`src/rtl/dma_ctrl.sv`:
```
// Single-channel memory-to-memory DMA engine: reads bursts of up to MAX_BURST words
// over an AXI read master, then writes them back out over an AXI write master.
module dma_ctrl #(
  parameter int unsigned MAX_BURST = 4
) (
  input  logic        clk,
  input  logic        rst,
  input  logic        DMAEN,
  input  logic [31:0] DMASRC,
  input  logic [31:0] DMADST,
  input  logic [31:0] DMALEN,
  output logic        DMA_done,
  output logic        DMA_err,
  output logic [3:0]  M_ARID,
  output logic [31:0] M_ARAddr,
  output logic [3:0]  M_ARLen,
  output logic [2:0]  M_ARSize,
  output logic [1:0]  M_ARBurst,
  output logic        M_ARValid,
  input  logic        M_ARReady,
  input  logic [3:0]  M_RID,
  input  logic [31:0] M_RData,
  input  logic [1:0]  M_RResp,
  input  logic        M_RLast,
  input  logic        M_RValid,
  output logic        M_RReady,
  output logic [3:0]  M_AWID,
  output logic [31:0] M_AWAddr,
  output logic [3:0]  M_AWLen,
  output logic [2:0]  M_AWSize,
  output logic [1:0]  M_AWBurst,
  output logic        M_AWValid,
  input  logic        M_AWReady,
  output logic [31:0] M_WData,
  output logic [3:0]  M_WStrb,
  output logic        M_WLast,
  output logic        M_WValid,
  input  logic        M_WReady,
  input  logic [3:0]  M_BID,
  input  logic [1:0]  M_BResp,
  input  logic        M_BValid,
  output logic        M_BReady
);
  localparam int unsigned IW = (MAX_BURST > 1) ? $clog2(MAX_BURST) : 1;

  typedef enum logic [2:0] {IDLE, RADDR, RDATA, WADDR, WDATA, WRESP, DONE} state_t;

  state_t        state;
  logic [31:0]   src, dst, remaining;
  logic [4:0]    beats;
  logic [IW-1:0] rcnt, wcnt;
  logic [31:0]   buffer [MAX_BURST];

  logic [31:0]   step, rem_after;
  logic [4:0]    nb_start, nb_after, wnext;
  logic          b_err;
  logic          unused_ids;

  function automatic logic [4:0] burst_of(input logic [31:0] rem);
    return (rem > 32'(MAX_BURST)) ? 5'(MAX_BURST) : rem[4:0];
  endfunction

  assign M_ARID    = '0;
  assign M_ARSize  = 3'b010;
  assign M_ARBurst = 2'b01;
  assign M_AWID    = '0;
  assign M_AWSize  = 3'b010;
  assign M_AWBurst = 2'b01;
  assign M_WStrb   = '1;

  assign unused_ids = ^{M_RID, M_BID};

  assign step      = {25'd0, beats, 2'b00};
  assign rem_after = remaining - {27'd0, beats};
  assign nb_start  = burst_of(DMALEN);
  assign nb_after  = burst_of(rem_after);
  assign wnext     = 5'(wcnt) + 5'd1;
  assign b_err     = (M_BResp != 2'b00);

  // Burst staging buffer; contents are don't-care outside a burst, so no reset.
  always_ff @(posedge clk) begin
    if (state == RDATA && M_RValid && M_RReady)
      buffer[rcnt] <= M_RData;
  end

  always_ff @(posedge clk) begin
    if (rst) begin
      state     <= IDLE;
      src       <= '0;
      dst       <= '0;
      remaining <= '0;
      beats     <= '0;
      rcnt      <= '0;
      wcnt      <= '0;
      DMA_done  <= 1'b0;
      DMA_err   <= 1'b0;
      M_ARAddr  <= '0;
      M_ARLen   <= '0;
      M_ARValid <= 1'b0;
      M_RReady  <= 1'b0;
      M_AWAddr  <= '0;
      M_AWLen   <= '0;
      M_AWValid <= 1'b0;
      M_WData   <= '0;
      M_WLast   <= 1'b0;
      M_WValid  <= 1'b0;
      M_BReady  <= 1'b0;
    end else begin
      case (state)
        IDLE: begin
          if (DMAEN) begin
            src       <= DMASRC;
            dst       <= DMADST;
            remaining <= DMALEN;
            DMA_err   <= 1'b0;
            if (DMALEN == '0) begin
              state    <= DONE;
              DMA_done <= 1'b1;
            end else begin
              state     <= RADDR;
              M_ARValid <= 1'b1;
              M_ARAddr  <= DMASRC;
              M_ARLen   <= 4'(nb_start - 5'd1);
              beats     <= nb_start;
            end
          end
        end
        RADDR: begin
          if (M_ARReady) begin
            M_ARValid <= 1'b0;
            M_RReady  <= 1'b1;
            rcnt      <= '0;
            state     <= RDATA;
          end
        end
        RDATA: begin
          if (M_RValid) begin
            rcnt <= rcnt + 1'b1;
            if (M_RResp != 2'b00) DMA_err <= 1'b1;
            if (M_RLast) begin
              M_RReady  <= 1'b0;
              M_AWValid <= 1'b1;
              M_AWAddr  <= dst;
              M_AWLen   <= 4'(beats - 5'd1);
              state     <= WADDR;
            end
          end
        end
        WADDR: begin
          if (M_AWReady) begin
            M_AWValid <= 1'b0;
            M_WValid  <= 1'b1;
            M_WData   <= buffer[0];
            M_WLast   <= (beats == 5'd1);
            wcnt      <= '0;
            state     <= WDATA;
          end
        end
        WDATA: begin
          if (M_WReady) begin
            if (M_WLast) begin
              M_WValid <= 1'b0;
              M_WLast  <= 1'b0;
              M_BReady <= 1'b1;
              state    <= WRESP;
            end else begin
              wcnt    <= wcnt + 1'b1;
              M_WData <= buffer[wcnt + 1'b1];
              M_WLast <= (wnext == beats - 5'd1);
            end
          end
        end
        WRESP: begin
          if (M_BValid) begin
            M_BReady  <= 1'b0;
            src       <= src + step;
            dst       <= dst + step;
            remaining <= rem_after;
            if (b_err) DMA_err <= 1'b1;
            // Priority: finished, then disabled, then error stop, else next burst.
            if (rem_after == '0) begin
              state    <= DONE;
              DMA_done <= 1'b1;
            end else if (!DMAEN) begin
              state <= IDLE;
            end else if (DMA_err || b_err) begin
              state    <= DONE;
              DMA_done <= 1'b1;
            end else begin
              state     <= RADDR;
              M_ARValid <= 1'b1;
              M_ARAddr  <= src + step;
              M_ARLen   <= 4'(nb_after - 5'd1);
              beats     <= nb_after;
            end
          end
        end
        DONE: begin
          if (!DMAEN) begin
            DMA_done <= 1'b0;
            state    <= IDLE;
          end
        end
        default: state <= IDLE;
      endcase
    end
  end
endmodule

```
`config.mk`:
```
export PLATFORM = sky130hd
export DESIGN_NAME = dma_ctrl
export DESIGN_NICKNAME = d
export VERILOG_FILES = /design/src/rtl/dma_ctrl.sv
export SDC_FILE = /design/constraint.sdc
export NUM_CORES = 1
export LEC_CHECK = 0
export CAP_MARGIN = 20
export CORE_ASPECT_RATIO = 0.75
export CORE_MARGIN = 2
export CORE_UTILIZATION = 25
export DETAILED_ROUTE_END_ITERATION = 10
export PLACE_DENSITY_LB_ADDON = 0.05
export SLEW_MARGIN = 10
export SYNTH_ARGS = -nofsm -noshare
export SYNTH_HDL_FRONTEND = slang
export SYNTH_SLANG_ARGS = --single-unit
```
`constraint.sdc`:
```
create_clock -name clk -period 4.33 [get_ports clk]
set_input_delay 0.866 -clock clk [delete_from_list [all_inputs] [get_ports clk]]
set_output_delay 0.866 -clock clk [all_outputs]
set_load 0.05 [all_outputs]
```
==> results of run 1 <==
==> flip-flops by register name, indices dropped and copies added, names as in the netlist <==
register	flops
DMA_done	1
DMA_err	1
M_ARAddr	32
M_ARLen	4
M_ARValid	1
M_AWAddr	32
M_AWLen	4
M_AWValid	1
M_BReady	1
M_RReady	1
M_WData	32
M_WLast	1
M_WValid	1
beats	5
buffer	128
dst	32
rcnt	2
remaining	32
src	32
state	3
wcnt	2
==> metal layers <==
layer  routed length, um  share of wire  track usage
met4                1012          0.018      0.04024
met1               26880           0.49       0.2342
met5                  49        0.00088            0
met3                2899          0.052      0.03487
met2               24560           0.44       0.2560
==> logic make-up after synthesis <==
kind of cell,synth area share
adder cells (fa/ha/maj),0.02166
other,0.0004678
XOR/XNOR,0.02891
flip-flops,0.5137
AND/OR/NAND/NOR,0.1920
AO/OA/AOI/OAI,0.1713
buffers and inverters,0.04980
multiplexers,0.02213
==> through the flow <==
stage / utilization / instances / power (mW) / hold WS (ns)
after floorplan: - / 1758 / 7.700 / 0.4319
after global placement: 0.3071 / 2771 / 9.299 / 0.4421
after detailed placement: 0.3071 / 2771 / 9.302 / 0.4461
after CTS: 0.3283 / 2847 / 12.90 / 0.4537
after global routing: 0.3283 / 2847 / 13.48 / 0.4707
final: 0.3283 / 2848 / 12.67 / 0.4520
==> final cells by class <==
cell class / count / area share
Antenna cell: 1 / 0.0001199
Clock buffer: 73 / 0.06386
Clock inverter: 3 / 0.0007195
Inverter: 32 / 0.005756
Multi-Input combinational cell: 1234 / 0.3422
Sequential cell: 348 / 0.3953
Tap cell: 861 / 0.05162
Timing Repair Buffer: 296 / 0.1405
==> worst max-delay path by stage <==
stage	startpoint	to	cells after the start
2_1_floorplan	beats[3]	M_ARAddr[16]	15
3_3_place_gp	beats[3]	M_ARAddr[19]	13
3_5_place_dp	beats[3]	M_ARAddr[29]	13
4_1_cts	beats[3]	M_ARAddr[29]	13
5_1_grt	beats[3]	M_ARAddr[20]	13
6_report	beats[3]	M_ARAddr[29]	13
==> critical path: stages, from the launching register on <==
cell and delay (ns):
dfxtp_1 0.33, inv_1 0.06, ha_1 0.34, a21o_1 0.21, a21o_1 0.26, or4_1 0.73
o31a_1 0.34, nor4_1 0.25, and4bb_1 0.33, a41oi_1 0.17, o221a_4 0.39, buf_12 0.21
mux2i_1 0.17, nor2_1 0.06
==> where the power goes <==
part,internal (mW),switching [mW]
registers,3.86,0.490
logic,1.78,3.06
clock network,2.08,1.40
==> Yosys cell counts (all sizes together), types with 10 or more instances <==
cell type | number | area [um2]
ha | 23 | 287.8
inv | 31 | 116.4
nand4 | 22 | 152.7
nor4 | 25 | 186.4
a21oi | 163 | 819.5
clkbuf | 105 | 395.4
nor3 | 51 | 260.3
a221oi | 12 | 105.1
a211oi | 33 | 292.8
nand3 | 57 | 285.3
nor2b | 10 | 62.56
buf | 39 | 284.0
a22oi | 34 | 255.2
o21ai | 63 | 315.3
mux2i | 34 | 340.3
dfxtp | 220 | 4404
xor2 | 30 | 262.8
xnor2 | 23 | 201.4
and3 | 14 | 87.58
nand2 | 297 | 1115
a21o | 11 | 82.58
nor2 | 150 | 573.1
edfxtp | 128 | 3844
a31oi | 15 | 93.84
a311oi | 11 | 108.9
and4 | 10 | 90.09
o211ai | 37 | 277.8
==> results.yml, run 1 <==
run_status:
  status: "complete, no violations"
floorplan:
  start_util: 0.2526
  io_pins: 283
  die_y_um: 223.5
  die-area_um2: 66290
  dieWidth_um: 296.6
  num_rows: 80
  fp.coreArea_um2: 63560
finish:
  nets: 2129
  nFillCells: 6665
  final_common_cell: "nand2_1"
  multiInputGateArea_um2: 7141
  seqCellArea_um2: 8248
  final_area_um2: 20870
  layout_common_cells: "296 x nand2_1, 251 x clkdlybuf4s50_1, 220 x dfxtp_1, 160 x a21oi_1, 145 x nor2_1"
  area_growth_pct: 29.97
  drive_gt1_frac: 0.06999
critical_path:
  critPathCaptureType: "register"
  cp.required_ns: 4.74
  start_kind: "register"
  critPathMaxFanout: 21
  r2r-start: "beats[3]"
  r2r_cells: 13
  worst-r2r-setup-slack_ns: 0.30
  timing.rr.end: "M_ARAddr[29]"
  arrival_ns: 4.44
  crit_type: "register to register"
synth:
  ys_ff_latch: 348
  avgSynthCellArea_um2: 9.238
  syn_area_um2: 16060
  synth-async-reset-ratio: 0
  ys_seq_area_frac: 0.5137
  synth_edf_count: 128
  yosysWarnings: 0
  synthFlopType: "dfxtp_1"
  ys_types: 78
  syn_inst: 1738
power_and_ir_drop:
  leakagePower_nw: 7.113
  irDropWorstVdd_v: 0.0003863
  p_per_area_nw_per_um2: 607.3
hold_path:
  hold_start: "M_AWAddr[28]"
  hold_end: "M_AWAddr[28]"
  hold_class: "register to register"
  min_path_cells: 2
sta:
  fin_skew_ns: 0.01997
  postLayoutSetupSlackWorst_ns: 0.3015
  min_period_over_period: 0.9304
  setup_viol: 0
  tightestPinTransition_ns: 1.023
  rsz0062_at_grt: "no"
  hold_viol_final: 0
  relSlewSlack: 0.3085
  tns_ns: 0
  fmax_mhz: 248.2
  fin_crit_ns: 4.029
  drv_slew: 0
clock_network:
  postCtsSetupBuffers: 0
  clk_pin_slew_ns: 0.06
  tritoncts: "yes"
  cts_buffers: 42
  clockBufferDepth: 3
  clock_latency_ns: 0.56
  cts_resized: 0
  htreeDepth: 2
  ctsHoldBuffers: 0
  cts_root_buffer: "clkbuf_16"
  clock_sinks: 348
detailed_routing:
  drc_errors: 0
  routed_via_density: 4.760
  wire_per_inst_um: 19.45
  dr.pass1.iters: 5
  detail_route.iter0.violations: 773
  routed_wl_mm: 55.41
  ant_nets: 0
  route.vias.total: 13556
global_route:
  grt_overflow: 0
  track_usage: 0.1655
  grt_max_degree: 118
  grt_pass1_vias: 13334
  antenna_found_initial: 4
  grt_pass1_wl_mm: 84.01
job:
  max_cap_viol_count: 0
placed_design:
  postPlaceCellArea_um2: 19520
  preCtsSetupSlack_ns: 0.3461
  portBuffers: 252
  gp_congestion: 0.8108
  place_hpwl_mm: 36.75
(Power assumes the default switching activity.)
==> run 2: changes to the inputs <==
Clock period 4.33 ns to 3.8 ns, I/O delays scaled along.
==> run 2 against run 1 <==
Critical path depth up 1. Utilization up 0.40 points. Register-to-register slack worse by 0.09 ns. Global-route usage about the same. Sequential cell count unchanged. Clock-buffer cell count down 14. Fmax up 12%. Sequential power up 13%. Final area up 1.2%. Die area unchanged. Clock skew up 0.0014 ns. Worst setup slack worse by 0.091 ns. Critical endpoint is now beats[1]. Largest cell class unchanged. Largest power group unchanged.
==> results.yml, run 2 (same netlist as run 1, synthesis figures left out) <==
critical_path:
  cpMaxStageDelayCell: "or4_1"
  arrival_ns: 4.01
  r2r-start: "remaining[0]"
  slowest_delay_ns: 0.54
  r2r_cells: 14
  path_depth: 14
  crit_type: "register to register"
  critPathCaptureType: "register"
  cp_cell_sequence: "inv_1 > ha_1 > fa_2 > nor2b_1 > o31a_1 > or4_1 > xor2_1 > nand3_1 > nor4_4 > a41oi_1 > o221a_4 > buf_4 > mux2i_1 > nor2b_1"
  critPathMaxFanout: 8
  worst-r2r-setup-slack_ns: 0.21
  cp.required_ns: 4.22
  timing.rr.end: "beats[1]"
  start_kind: "register"
  cpMostUsedCell: "nor2b_1"
  cp_top_family: "simple AND/OR/NAND/NOR gates"
  path_buf_inv: 2
detailed_routing:
  wire_per_inst_um: 19.33
  ant_nets: 0
  routed_wl_mm: 55.45
  route.vias.total: 13592
  drc_errors: 0
  dr.max_layer_used: "met5"
  wl_met1_mm: 26.69
  detail_route.iter0.violations: 705
  routed_via_density: 4.738
  dr.pass1.iters: 5
  dr_wl_met3_mm: 2.919
  met2_length_mm: 24.97
sta:
  tns_ns: 0
  fin_skew_ns: 0.02134
  rsz0062_at_grt: "no"
  min_period_over_period: 0.9447
  fin_hold_ws_ns: 0.4511
  relSlewSlack: 0.3497
  setup_viol: 0
  drv_slew: 0
  fmax_mhz: 278.6
  fin_crit_ns: 3.590
  hold_viol_final: 0
  tightestPinTransition_ns: 0.9665
placed_design:
  dp.cells: 2794
  portBuffers: 252
  gp_congestion: 0.8279
  place_hpwl_mm: 36.98
global_route:
  antenna_found_initial: 4
  grt_pass1_vias: 13450
  track_usage: 0.1651
  grt_overflow: 0
  grt_pass1_wl_mm: 83.63
  grt_max_degree: 110
clock_network:
  cts_buffers: 42
  ctsHoldBuffers: 0
  clock_sinks: 348
  htreeDepth: 2
  clockBufferDepth: 3
  clk_pin_slew_ns: 0.06
  clock_latency_ns: 0.56
  cts_root_buffer: "clkbuf_16"
  tritoncts: "yes"
finish:
  largest_reg_flops: 128
  top_register: "buffer"
  layout_common_cells: "296 x nand2_1, 251 x clkdlybuf4s50_1, 220 x dfxtp_1, 160 x a21oi_1, 145 x nor2_1"
  final_cell_count_no_fill: 2869
  nets: 2152
  drive_gt1_frac: 0.08869
  final_common_cell: "nand2_1"
  area_growth_pct: 31.55
  nFillCells: 6559
power_and_ir_drop:
  seq_power_share: 0.334
  p_int_mw: 9.004
  swShare: 0.3909
  irDropWorstVdd_v: 0.0002851
  netSwitchingPower_mw: 5.778
  p_per_area_nw_per_um2: 699.9
  leakagePower_nw: 7.251
  comb_power_share: 0.390
  power_frac_clock: 0.276
floorplan:
  die-area_um2: 66290
  fp.coreArea_um2: 63560
  die_y_um: 223.5
  num_rows: 80
  dieWidth_um: 296.6
  io_pins: 283
  start_util: 0.2526
hold_path:
  hold_start: "M_WData[9]"
  min_path_cells: 2
  hold_end: "M_WData[9]"
  hold_class: "register to register"
run_status:
  status: "complete, no violations"
job:
  max_cap_viol_count: 0
## run 2: cell count changes in the layout (fill, tap and decap cells not counted), moves of 3 or more
cell,before,now
buf_4,38,60
clkbuf_1,19,5
clkbuf_16,46,43
clkinv_2,3,7
clkbuf_8,9,12
clkinvlp_4,0,3
## run 2: cell type report
class                           instances  area (um2)  area share
Antenna cell                            1       2.502   0.0001185
Clock buffer                           59        1246     0.05900
Clock inverter                         15       141.4    0.006694
Inverter                               32       120.1    0.005687
Multi-Input combinational cell       1234        7169      0.3394
Sequential cell                       348        8248      0.3905
Tap cell                              861        1077     0.05100
Timing Repair Buffer                  319        3117      0.1476
## run 2: power by group through the flow
| stage | combinational (mW) | sequential (mW) | clock [mW] |
|---|---|---|---|
| floorplan | 3.20 | 5.57 | 0 |
| global placement | 5.77 | 5.00 | 0 |
| detailed placement | 5.77 | 5.00 | 0 |
| CTS | 5.80 | 4.93 | 4.23 |
| global route | 6.31 | 5.02 | 4.37 |
| finish | 5.77 | 4.93 | 4.08 |
## run 2: worst reg2reg max path, delay by kind of cell (launching register included)
kind,cells,cell delay [ns]
XOR/XNOR,1,0.16
AND/OR/NAND/NOR,5,1.33
flip-flops,1,0.31
buffers and inverters,2,0.24
AO/OA/AOI/OAI,3,0.84
adder cells (fa/ha/maj),2,0.47
multiplexers,1,0.11
## run 2: routing by layer
layer	up-vias	track usage
met2	237	0.2601
li1	6701	-
met1	6585	0.2292
met4	4	0.03926
met3	65	0.03626
met5	-	0
## run 2: how the worst max path moves through the flow
stage / startpoint / to
after floorplan: beats[3] / M_ARAddr[16]
after global placement: DMALEN[31] / beats[1]
after detailed placement: DMALEN[31] / beats[1]
after CTS: beats[4] / beats[1]
after global routing: remaining[0] / M_ARAddr[31]
final: remaining[0] / beats[1]
## run 2: per-stage QoR
| step | power (mW) | setup slack [ns] | util | instance area, um2 |
|---|---|---|---|---|
| finish | 14.78 | 0.2101 | 0.3323 | 21120 |
| global route | 15.69 | 0.005329 | 0.3323 | 21120 |
| CTS | 14.96 | 0.1413 | 0.3318 | 21090 |
| detailed placement | 10.77 | 0.1584 | 0.3100 | 19700 |
| global placement | 10.77 | 0.1507 | 0.3100 | 19700 |
| floorplan | 8.774 | 0.3456 | - | 16130 |
## run 2: repair_timing
item,4_1_cts,5_1_grt
resized for setup,0,6
buffers inserted,0,0
endpoints found under the setup margin,0,37
